<file path="config.mk">
export PLATFORM = sky130hd
export DESIGN_NAME = io_out_buffer
export DESIGN_NICKNAME = d
export VERILOG_FILES = /design/src/rtl/io_buffer_pkg.sv /design/src/rtl/io_out_buffer_mem.sv /design/src/rtl/io_out_buffer.sv
export SDC_FILE = /design/constraint.sdc
export NUM_CORES = 1
export LEC_CHECK = 0
export CAP_MARGIN = 10
export CORE_ASPECT_RATIO = 0.6
export CORE_UTILIZATION = 35
export CTS_CLUSTER_SIZE = 24
export DETAILED_ROUTE_END_ITERATION = 7
export PLACE_DENSITY = 0.54
export SLEW_MARGIN = 10
export SYNTH_ARGS = -nofsm -noshare
export SYNTH_HDL_FRONTEND = slang
export SYNTH_HIERARCHICAL = 1
export SYNTH_SLANG_ARGS = --single-unit
</file>
<file path="constraint.sdc">
create_clock -name clock -period 4.55 [get_ports clock]
set_clock_uncertainty 0.05 [all_clocks]
set_input_delay 1.1375 -clock clock [delete_from_list [all_inputs] [get_ports clock]]
set_output_delay 1.1375 -clock clock [all_outputs]
set_load 0.05 [all_outputs]
</file>
<file path="src/rtl/io_buffer_pkg.sv">
// ============================================================================
//  io_buffer_pkg
//  Shared sizing helpers and constants for the CPU I/O buffers.
//  Revision: 1.0
// ============================================================================
`default_nettype none

package io_buffer_pkg;

  localparam int c_OVF_CNT_WIDTH = 16;

  function automatic int ptr_width(input int depth);
    return $clog2(depth);
  endfunction

  // One extra bit so that a completely full buffer (count == depth) is representable.
  function automatic int cnt_width(input int depth);
    return $clog2(depth) + 1;
  endfunction

endpackage

`default_nettype wire

</file>
<file path="src/rtl/io_out_buffer_mem.sv">
// ============================================================================
//  io_out_buffer_mem
//  Simple dual-port RAM: one synchronous write port, one synchronous read port.
//  Revision: 1.0
// ============================================================================
`default_nettype none

module io_out_buffer_mem
  import io_buffer_pkg::*;
#(
  parameter int WORD_WIDTH = 36,
  parameter int DEPTH      = 16
) (
  input  logic                        clk_i,
  input  logic                        wr_en_i,
  input  logic [ptr_width(DEPTH)-1:0] wr_addr_i,
  input  logic [WORD_WIDTH-1:0]       wr_data_i,
  input  logic [ptr_width(DEPTH)-1:0] rd_addr_i,
  output logic [WORD_WIDTH-1:0]       rd_data_o
);

  logic [WORD_WIDTH-1:0] mem_q [DEPTH];
  logic [WORD_WIDTH-1:0] rd_data_q;

  // No reset on storage or read register so the array maps onto block RAM.
  always_ff @(posedge clk_i) begin
    if (wr_en_i) begin
      mem_q[wr_addr_i] <= wr_data_i;
    end
    rd_data_q <= mem_q[rd_addr_i];
  end

  assign rd_data_o = rd_data_q;

endmodule

`default_nettype wire

</file>
<file path="src/rtl/io_out_buffer.sv">
// ============================================================================
//  io_out_buffer
//  CPU write-port FIFO with early-full flag and registered head-word output.
//  Optional: IO_OUT_BUFFER_OVERFLOW_COUNT_EN adds a saturating drop counter.
//  Revision: 1.0
// ============================================================================
`default_nettype none

module io_out_buffer
  import io_buffer_pkg::*;
#(
  parameter int WORD_WIDTH = 36,
  parameter int DEPTH      = 16,
  parameter int EF_MARGIN  = 8
) (
  input  logic                        clock,
  input  logic                        reset,
  input  logic                        io_wren,
  input  logic [WORD_WIDTH-1:0]       io_out,
  output logic                        io_out_EF,
  output logic                        out_valid,
  output logic [WORD_WIDTH-1:0]       out_data,
  input  logic                        out_ready,
`ifdef IO_OUT_BUFFER_OVERFLOW_COUNT_EN
  output logic [cnt_width(DEPTH)-1:0] count,
  output logic [c_OVF_CNT_WIDTH-1:0]  overflow_count
`else
  output logic [cnt_width(DEPTH)-1:0] count
`endif
);

  localparam int c_PW = ptr_width(DEPTH);
  localparam int c_CW = cnt_width(DEPTH);
  localparam logic [c_CW-1:0] c_FULL  = c_CW'(DEPTH);
  localparam logic [c_CW-1:0] c_EF_TH = c_CW'(DEPTH - EF_MARGIN);

  logic [c_PW-1:0]       wr_ptr_q, wr_ptr_d, rd_ptr_q, rd_ptr_d;
  logic [c_CW-1:0]       count_q, count_d, w_remain;
  logic                  out_valid_q, out_valid_d;
  logic                  fwd_q, fwd_d;
  logic                  ef_q;
  logic [WORD_WIDTH-1:0] fwd_data_q, w_mem_rdata;
  logic                  w_full, w_push, w_pop;

  assign w_full = (count_q == c_FULL);
  assign w_push = io_wren && !w_full;
  assign w_pop  = out_valid_q && out_ready;

  always_comb begin
    wr_ptr_d    = wr_ptr_q + c_PW'(w_push);
    rd_ptr_d    = rd_ptr_q + c_PW'(w_pop);
    w_remain    = count_q - c_CW'(w_pop);
    count_d     = w_remain + c_CW'(w_push);
    out_valid_d = 1'b0;
    fwd_d       = 1'b0;
    // Words already in RAM are fetched by the sync read; a word written in the
    // same cycle the last word leaves is forwarded past the RAM instead.
    if (w_remain != '0) begin
      out_valid_d = 1'b1;
    end else if (w_push && w_pop) begin
      out_valid_d = 1'b1;
      fwd_d       = 1'b1;
    end
  end

  always_ff @(posedge clock or posedge reset) begin
    if (reset) begin
      wr_ptr_q    <= '0;
      rd_ptr_q    <= '0;
      count_q     <= '0;
      out_valid_q <= 1'b0;
      fwd_q       <= 1'b0;
      fwd_data_q  <= '0;
      ef_q        <= 1'b0;
    end else begin
      wr_ptr_q    <= wr_ptr_d;
      rd_ptr_q    <= rd_ptr_d;
      count_q     <= count_d;
      out_valid_q <= out_valid_d;
      fwd_q       <= fwd_d;
      if (fwd_d) begin
        fwd_data_q <= io_out;
      end
      ef_q        <= (count_d >= c_EF_TH);
    end
  end

  io_out_buffer_mem #(
    .WORD_WIDTH (WORD_WIDTH),
    .DEPTH      (DEPTH)
  ) u_mem (
    .clk_i     (clock),
    .wr_en_i   (w_push),
    .wr_addr_i (wr_ptr_q),
    .wr_data_i (io_out),
    .rd_addr_i (rd_ptr_d),
    .rd_data_o (w_mem_rdata)
  );

  // The RAM read register has no reset, so the output is masked while invalid.
  assign out_data  = out_valid_q ? (fwd_q ? fwd_data_q : w_mem_rdata) : '0;
  assign out_valid = out_valid_q;
  assign io_out_EF = ef_q;
  assign count     = count_q;

`ifdef IO_OUT_BUFFER_OVERFLOW_COUNT_EN
  logic [c_OVF_CNT_WIDTH-1:0] ovf_cnt_q;

  always_ff @(posedge clock or posedge reset) begin
    if (reset) begin
      ovf_cnt_q <= '0;
    end else if (io_wren && w_full && (ovf_cnt_q != '1)) begin
      ovf_cnt_q <= ovf_cnt_q + 1'b1;
    end
  end

  assign overflow_count = ovf_cnt_q;
`else
  // Dropped writes are discarded silently when no counter is built.
`endif

endmodule

`default_nettype wire

</file>
* Word level (Yosys, flattened, before mapping)
Memories as Yosys holds them, arrays and structs flattened. A register that Yosys moved wholly into a read port is not among the register bits.
Cells that the tools add are included.
** Word-level totals
- Register bits :: 52
- Bits in latches :: 0
- Bits in writable memories :: 576
- Memory bits (read-only) :: 0
- Input port bits :: 40
- Logic and storage cells :: 26
- Memories kept :: 1
** Operators by class
- $add $sub $neg :: 4
- $mul :: 0
- Div/mod/pow operators :: 0
- $lt $le $gt $ge :: 1
- Equality and inequality tests :: 1
- Shift operators :: 0
- Multiplexer cells :: 7
- Bitwise logic cells :: 0
- Reduce and logical (&&, ||, !) cells :: 5
** Memory list
- u_mem.mem_q :: depth 16, width 36, read ports 1, clocked after memory_dff 1, write ports 1, line io_out_buffer_mem.sv:22 : logic [WORD_WIDTH-1:0] mem_q [DEPTH];
** Operator list (count)
- two-way mux 36 bit :: 2
- adder 4 x 1 -> 4 bit :: 2
- adder 5 x 1 -> 5 bit :: 1
- equality test 5 bit (second input constant) :: 1
- >= comparator 5 x 4 -> 1 bit (second input constant) :: 1
- two-way mux 1 bit :: 5
- nonzero test 5 bit :: 1
- subtractor 5 x 1 -> 5 bit :: 1
- logical AND 1 bit :: 3
- zero test 1 bit :: 1

* Longest topological paths before layout
Gate-level depths: netlist of run 1.
- Depth in word-level cells :: 6
- Depth in mapped cells :: 10
- Mapped depth without buffers :: 9

* Modules after synthesis
The synthesis of run 1 kept the hierarchy.
** Modules (own cells, without submodules)
- io_out_buffer_mem :: times used 1, cells each 938, area each 22320.2 um^2
- io_out_buffer :: times used 1, cells each 220, area each 2716.4 um^2

* Least setup slack after synthesis of run 1
Ideal clock, no wire load.
- Kind :: input port to flip-flop
- From :: input io_wren
- To :: memory u_mem.mem_q[0][0], enable pin
- Setup time :: 0.474 ns
- Arrival :: 4.471 ns
- Required time :: 4.026 ns
- Setup slack :: -0.445 ns
- Cell stages on the path :: 4
- Path buffers :: 0
- Path through :: inv_1 a31oi_1 or3b_2 nor3_1
** Between the ends
- Longest elaborated chain between the ends :: 3
** RTL lines
- start, declared :: line io_out_buffer.sv:18 : input logic io_wren,
- logical AND 1 bit :: line io_out_buffer.sv:46 : assign w_push = io_wren && !w_full;
- net w_push :: line io_out_buffer.sv:43 : logic w_full, w_push, w_pop;
- two-way mux 1 bit :: line io_out_buffer_mem.sv:27 : if (wr_en_i) begin
- two-way mux 1 bit (not written as such) :: line io_out_buffer_mem.sv:28 : mem_q[wr_addr_i] <= wr_data_i;
- end, declared :: line io_out_buffer_mem.sv:22
The timed path passes the listed nets, and every way through them passes these cells.

* Final worst setup path of run 1
- From :: register fwd_q
- To :: output out_data[28]
** Between the ends
- Longest elaborated chain between the ends :: 2
** RTL lines
- start, declared :: line io_out_buffer.sv:40 : logic fwd_q, fwd_d;
- start signal, assigned :: line io_out_buffer.sv:80 : fwd_q <= fwd_d;
- two-way mux 36 bit (2 in series) :: line io_out_buffer.sv:101 : assign out_data = out_valid_q ? (fwd_q ? fwd_data_q : w_mem_rdata) : '0;
- end, declared :: line io_out_buffer.sv:22 : output logic [WORD_WIDTH-1:0] out_data,
No other way between the ends.

==> results.tsv, run 1 <==
metric	value	unit
Commonest cells post-synth	576 x edfxtp_1, 144 x mux4_2, 72 x a22oi_1, 52 x dfrtp_1	
Detail Placement HPWL	34.5	mm
DRT Pass-1 Iters	5	
Synthesis Warnings	6	
Nets	1349	
post-CTS setup buffers	0	
Max-slew headroom	42.2	%
fin. max-slew vios	0	
Post-Syn Instances	1158	
leak pwr	9.59	nW
RSZ-0062 raised after global routing	false	
initial detailed-routing violation count	940	
Seq pwr share	38.0	%
Die W	347	um
Die Span Y	209	um
area of the multi-input gates	0.00557	mm^2
ANT nets after route	0	
Clock power frac	24.8	%
global-route wire length before repair	85.6	mm
Post-Layout Cell Count	2277	
Hold Path End	fwd_data_q[0]$_DFFE_PP0P_	
Area Overhead vs Synth	18.3	%
total die area	0.0726	mm^2
Seq/Total Area, Yosys	77.2	%
Hold Vio Cnt, Final	0	
largest net degree at the start of global routing	45	
clk sinks	664	
clk_lat worst skew	0.61	ns
syn nets	1204	
HP Class	register to register	
final wirelength	58.1	mm
clock-pin slew on the worst setup and hold paths	0.06	ns
Most used DFF post-synth	edfxtp_1	
number of enable flip-flop cells after synthesis	576	
row cnt	75	
mapped cell area	0.0250	mm^2
Port Buf Inserts	82	
Core Region	0.0703	mm^2
Worst Path Max Fanout	12	
Hold Path Cell Cnt	1	
most common cell in the synthesized netlist	edfxtp_1	
Initial Util	35.6	%
Hold Startpoint	fwd_data_q[0]$_DFFE_PP0P_	
Filler cells	6103	
Clock Path Buffers	3	
worst slack at placement	0.434	ns
TritonCTS clock tree	yes	
hold buffers post-CTS	0	
Internal Pwr Total	0.0139	W
vias per cell	5.21	
htree depth	2	
placed cells	2166	
Synth top area share	69.1	%
Synth Register Bits	664	
status	finished clean	
Synth Area per Inst	21.6	um^2
post-detailed-route wirelength per cell	25.5	um
post-synth cell types	36	
sum of negative setup slack	0	ns
Placer Congestion	0.743	
grt total ovfl	0	
Area contributors post-synth	edfxtp_1 69%, mux4_2 13%, dfrtp_1 5.2%	
Slew @ Worst Pin	0.864	ns
reg-to-reg critical path endpoint	u_mem/rd_data_o[31]$_DFF_P_	
Reg2Reg Depth	7	
ys async rst share	7.83	%
overall routing resource usage	16.2	%
Pwr Density	707	mW/mm^2
leading area contributor after synthesis	edfxtp_1	
Ports	83	
power share of the combinational group	37.2	%
CTS Root Cell	clkbuf_16	
Post-CTS Resized	0	
crit end category	primary output	
# DRC	0	
Critical Path Source Type	register	
final setup fails	0	
flop2flop setup slack	1.45	ns
crit path DAT	2.91	ns
n_diodes	0	
CP Class	register to primary output	
initial antenna violation count	1	
post-route clock period utilization	90.0	%
Peak VDD IR	385	uV
share of cells above drive strength 1	26.8	%
Highest Clock Rate	0.244	GHz
CTS buffer count	59	
WP data required	3.36	ns
Sw Pwr	0.00702	W
Max-Cap Viols	0	
routed vias	11900	
number of global-route vias before repair	12300	
post-layout min period	4.09	ns
sw frac	33.5	%
worst setup margin	0.457	ns
Reg area	0.0193	mm^2
RR Startpoint	out_valid$_DFF_PP0_	
[power by group through the flow]
stage	Sequential (W)	Clock, W	Combinational [W]
4_1_cts	0.00797	0.00532	0.00793
6_report	0.00796	0.00519	0.00778
3_5_place_dp	0.00809	0	0.00792
3_3_place_gp	0.00807	0	0.00785
2_1_floorplan	0.00804	0	0.00515
5_1_grt	0.00804	0.00557	0.00832
[cell families after synthesis]
kind of cell	count (synthesis)	share of synthesized area (%)
buf+inv	65	1.36
mux	217	16.1
flops	664	77.2
compound gates	78	2.31
fa+ha+maj	6	0.300
xor+xnor	10	0.350
simple gates	118	2.46
[how the worst max path moves through the flow]
stage,endpoint,cells after the start,start,slack (ns)
2_1_floorplan,u_mem/mem_q[1][0]$_DFFE_PP_,4,io_wren,0.53
3_3_place_gp,u_mem/mem_q[12][13]$_DFFE_PP_,6,io_wren,0.46
3_5_place_dp,u_mem/mem_q[12][12]$_DFFE_PP_,6,io_wren,0.43
4_1_cts,out_data[28],3,fwd_q$_DFF_PP0_,0.36
5_1_grt,out_data[28],3,fwd_q$_DFF_PP0_,0.26
6_report,out_data[28],3,fwd_q$_DFF_PP0_,0.46
[state kept, by name, indices dropped and copies added (netlist names)]
name             flops
rd_ptr_q             4
fwd_q                1
count                5
out_valid            1
u_mem/rd_data_o     36
io_out_EF            1
fwd_data_q          36
wr_ptr_q             4
u_mem/mem_q        576
[layer usage]
| metal | GRT usage, % | vias to the layer above | wire length (um) |
|---|---|---|---|
| li1 | - | 5067 | - |
| met4 | 2.75 | 0 | 753 |
| met1 | 26.1 | 6404 | 29100 |
| met3 | 2.77 | 61 | 3420 |
| met5 | 0 | - | 0 |
| met2 | 23.0 | 331 | 24800 |
[area by class of cell]
class                           instances  area share [%]
Inverter                                4          0.0507
Clock buffer                           75            5.32
Timing Repair Buffer                  145            5.21
Clock inverter                         36            1.47
Sequential cell                       664            65.2
Multi-Input combinational cell        429            18.8
Tap cell                              924            3.90
[critical path, cell delays in order, from the launching register on]
cell             delay (ns)
dfrtp_2                0.82
mux2i_1                0.64
nor2b_1                0.12
clkdlybuf4s50_1        0.73
[per-stage QoR]
stage	total power, W	area (um^2)	util [%]	hold WS, ns
2_1_floorplan	0.0132	25100	-	0.397
3_3_place_gp	0.0159	27600	39.3	0.439
3_5_place_dp	0.0160	27600	39.3	0.446
4_1_cts	0.0212	29600	42.1	0.460
5_1_grt	0.0219	29600	42.1	0.471
6_report	0.0209	29600	42.1	0.455
[cells in the final DEF (no fill, tap or decap), types with 37 or more instances in the layout]
cell type / instances
mux2i_1: 37
nand2_1: 38
dfrtp_1: 50
edfxtp_1: 576
a22oi_1: 72
buf_4: 43
mux4_2: 144
clkdlybuf4s50_1: 82
clkbuf_16: 59
No activity file was read; power rests on OpenSTA's default activity.
==> run 2, diff against run 1 <==
--- a/config.mk
+++ b/config.mk
@@ -10,7 +10,8 @@
 export CORE_UTILIZATION = 35
 export CTS_CLUSTER_SIZE = 24
 export DETAILED_ROUTE_END_ITERATION = 7
-export PLACE_DENSITY = 0.54
+export DONT_BUFFER_PORTS = 1
+export PLACE_DENSITY = 0.53
 export SLEW_MARGIN = 10
 export SYNTH_ARGS = -nofsm -noshare
 export SYNTH_HDL_FRONTEND = slang
==> results.tsv, run 2 (synthesized netlist as in run 1, its figures left out) <==
metric	value	unit	change
status	finished clean		unchanged
crit-path cells	buf_4 > buf_4 > mux2i_1 > nor2b_1 > buf_4		was mux2i_1 > nor2b_1 > clkdlybuf4s50_1
# DRC	0		unchanged
fin. max-slew vios	0		unchanged
Hold Vio Cnt, Final	0		unchanged
CP most frequent cell	buf_4		
WP data required	3.36	ns	about the same
Pwr Density	707	mW/mm^2	about the same
DRT Pass-1 Iters	5		unchanged
Highest Clock Rate	0.258	GHz	was 0.244 GHz
initial detailed-routing violation count	966		was 940
Slew @ Worst Pin	1.01	ns	was 0.864 ns
routed vias	11700		was 11900
largest net degree at the start of global routing	51		was 45
Critical Path Slowest Stage Cell	dfrtp_2		unchanged
Nets	1275		was 1349
Critical Path Source Type	register		unchanged
RSZ-0062 raised after global routing	false		unchanged
Largest Register	u_mem/mem_q		unchanged
Post-CTS Resized	0		unchanged
vias per cell	5.33		was 5.21
ANT nets after route	0		unchanged
Max-Cap Viols	0		unchanged
final wirelength	58.4	mm	was 58.1 mm
Worst Path Max Fanout	19		was 12
clk_lat worst skew	0.63	ns	was 0.61 ns
commonest non-fill, non-tap cell in the layout	edfxtp_1		unchanged
Detail Placement HPWL	32.5	mm	was 34.5 mm
Post-Layout Cell Count	2203		was 2277
Max-slew headroom	32.6	%	was 42.2%
Port Buf Inserts	0		was 82
Peak VDD IR	438	uV	was 385 uV
share of cells above drive strength 1	28.9	%	was 26.8%
final setup fails	0		unchanged
crit path DAT	2.68	ns	was 2.91 ns
Initial Util	35.6	%	unchanged
post-layout min period	3.87	ns	was 4.09 ns
Clock Path Buffers	3		unchanged
clock-pin slew on the worst setup and hold paths	0.06	ns	about the same
TritonCTS clock tree	yes		unchanged
Area Overhead vs Synth	14.7	%	was 18.3%
post-CTS setup buffers	0		unchanged
number of global-route vias before repair	12100		was 12300
CP Class	register to primary output		unchanged
worst slack at placement	0.968	ns	was 0.434 ns
HP Class	register to register		unchanged
number of flip-flops under the largest register name	576		unchanged
Placer Congestion	0.745		was 0.743
worst setup margin	0.679	ns	was 0.457 ns
post-detailed-route wirelength per cell	26.5	um	was 25.5 um
Ports	83		unchanged
total die area	0.0726	mm^2	unchanged
row cnt	75		unchanged
clk sinks	664		unchanged
overall routing resource usage	16.3	%	was 16.2%
fin util	40.9	%	was 42.1%
most frequent cells in the layout	576 x edfxtp_1, 144 x mux4_2, 72 x a22oi_1		was 576 x edfxtp_1, 144 x mux4_2, 82 x clkdlybuf4s50_1
Die W	347	um	unchanged
n_diodes	0		unchanged
post-route clock period utilization	85.1	%	was 90.0%
CP max stage delay	0.86	ns	was 0.82 ns
leak pwr	9.27	nW	was 9.59 nW
sum of negative setup slack	0	ns	unchanged
Die Span Y	209	um	unchanged
placed cells	2092		was 2166
CTS buffer count	59		unchanged
global-route wire length before repair	85.6	mm	about the same
Core Region	0.0703	mm^2	unchanged
hold buffers post-CTS	0		unchanged
crit end category	primary output		unchanged
grt total ovfl	0		unchanged
initial antenna violation count	4		was 1
CTS Root Cell	clkbuf_16		unchanged
htree depth	2		unchanged
run 2: area by class of cell:
type                       count  area, um^2
clock buffer                  77        1570
clock inverter                34         364
fill                        6111       41600
inverter                       4        16.3
multi-input combinational    429        5570
sequential                   664       19300
tap                          924        1160
timing repair buffer          71         721
run 2: path summary, 6_finish.rpt:
path	slack [ns]	depth (start not counted)	start	to
hold reg to reg	0.45	1	fwd_data_q[34]$_DFFE_PP0P_	fwd_data_q[34]$_DFFE_PP0P_
max in group asynchronous	3.13	2	reset	fwd_data_q[17]$_DFFE_PP0P_
hold / removal	0.45	1	fwd_data_q[34]$_DFFE_PP0P_	fwd_data_q[34]$_DFFE_PP0P_
setup reg to reg	1.14	5	count[2]$_DFF_PP0_	u_mem/mem_q[5][31]$_DFFE_PP_
setup / recovery	0.68	5	fwd_q$_DFF_PP0_	out_data[28]
min in group asynchronous	0.53	1	reset	count[3]$_DFF_PP0_
run 2: critical path, delay by kind of cell, from the launching register on:
family	cells	cell delay, ns
buffers and inverters	3	0.87
DFF	1	0.86
muxes	1	0.25
and+or+nand+nor	1	0.08
run 2: power by group:
part / total, W / internal (W) / switching, W
Combinational: 0.00716 / 0.00298 / 0.00418
Clock: 0.00506 / 0.00284 / 0.00222
Sequential: 0.00807 / 0.00759 / 0.000476
Total: 0.0203 / 0.0134 / 0.00688
run 2: metrics by stage:
step	hold slack [ns]	power (W)	instance area, um^2
global placement	0.439	0.0154	26800
detailed placement	0.446	0.0155	26800
CTS	0.460	0.0205	28700
floorplan	0.397	0.0132	25100
finish	0.454	0.0203	28700
global route	0.468	0.0213	28700
run 2: per-layer routing:
layer  share of wire, %  global-route usage, %  wire length (um)
met1                 50                   25.6             28900
met2                 44                   23.6             25600
met3                5.4                   2.97              3180
met4                1.2                   3.13               723
met5                  0                      0                 0
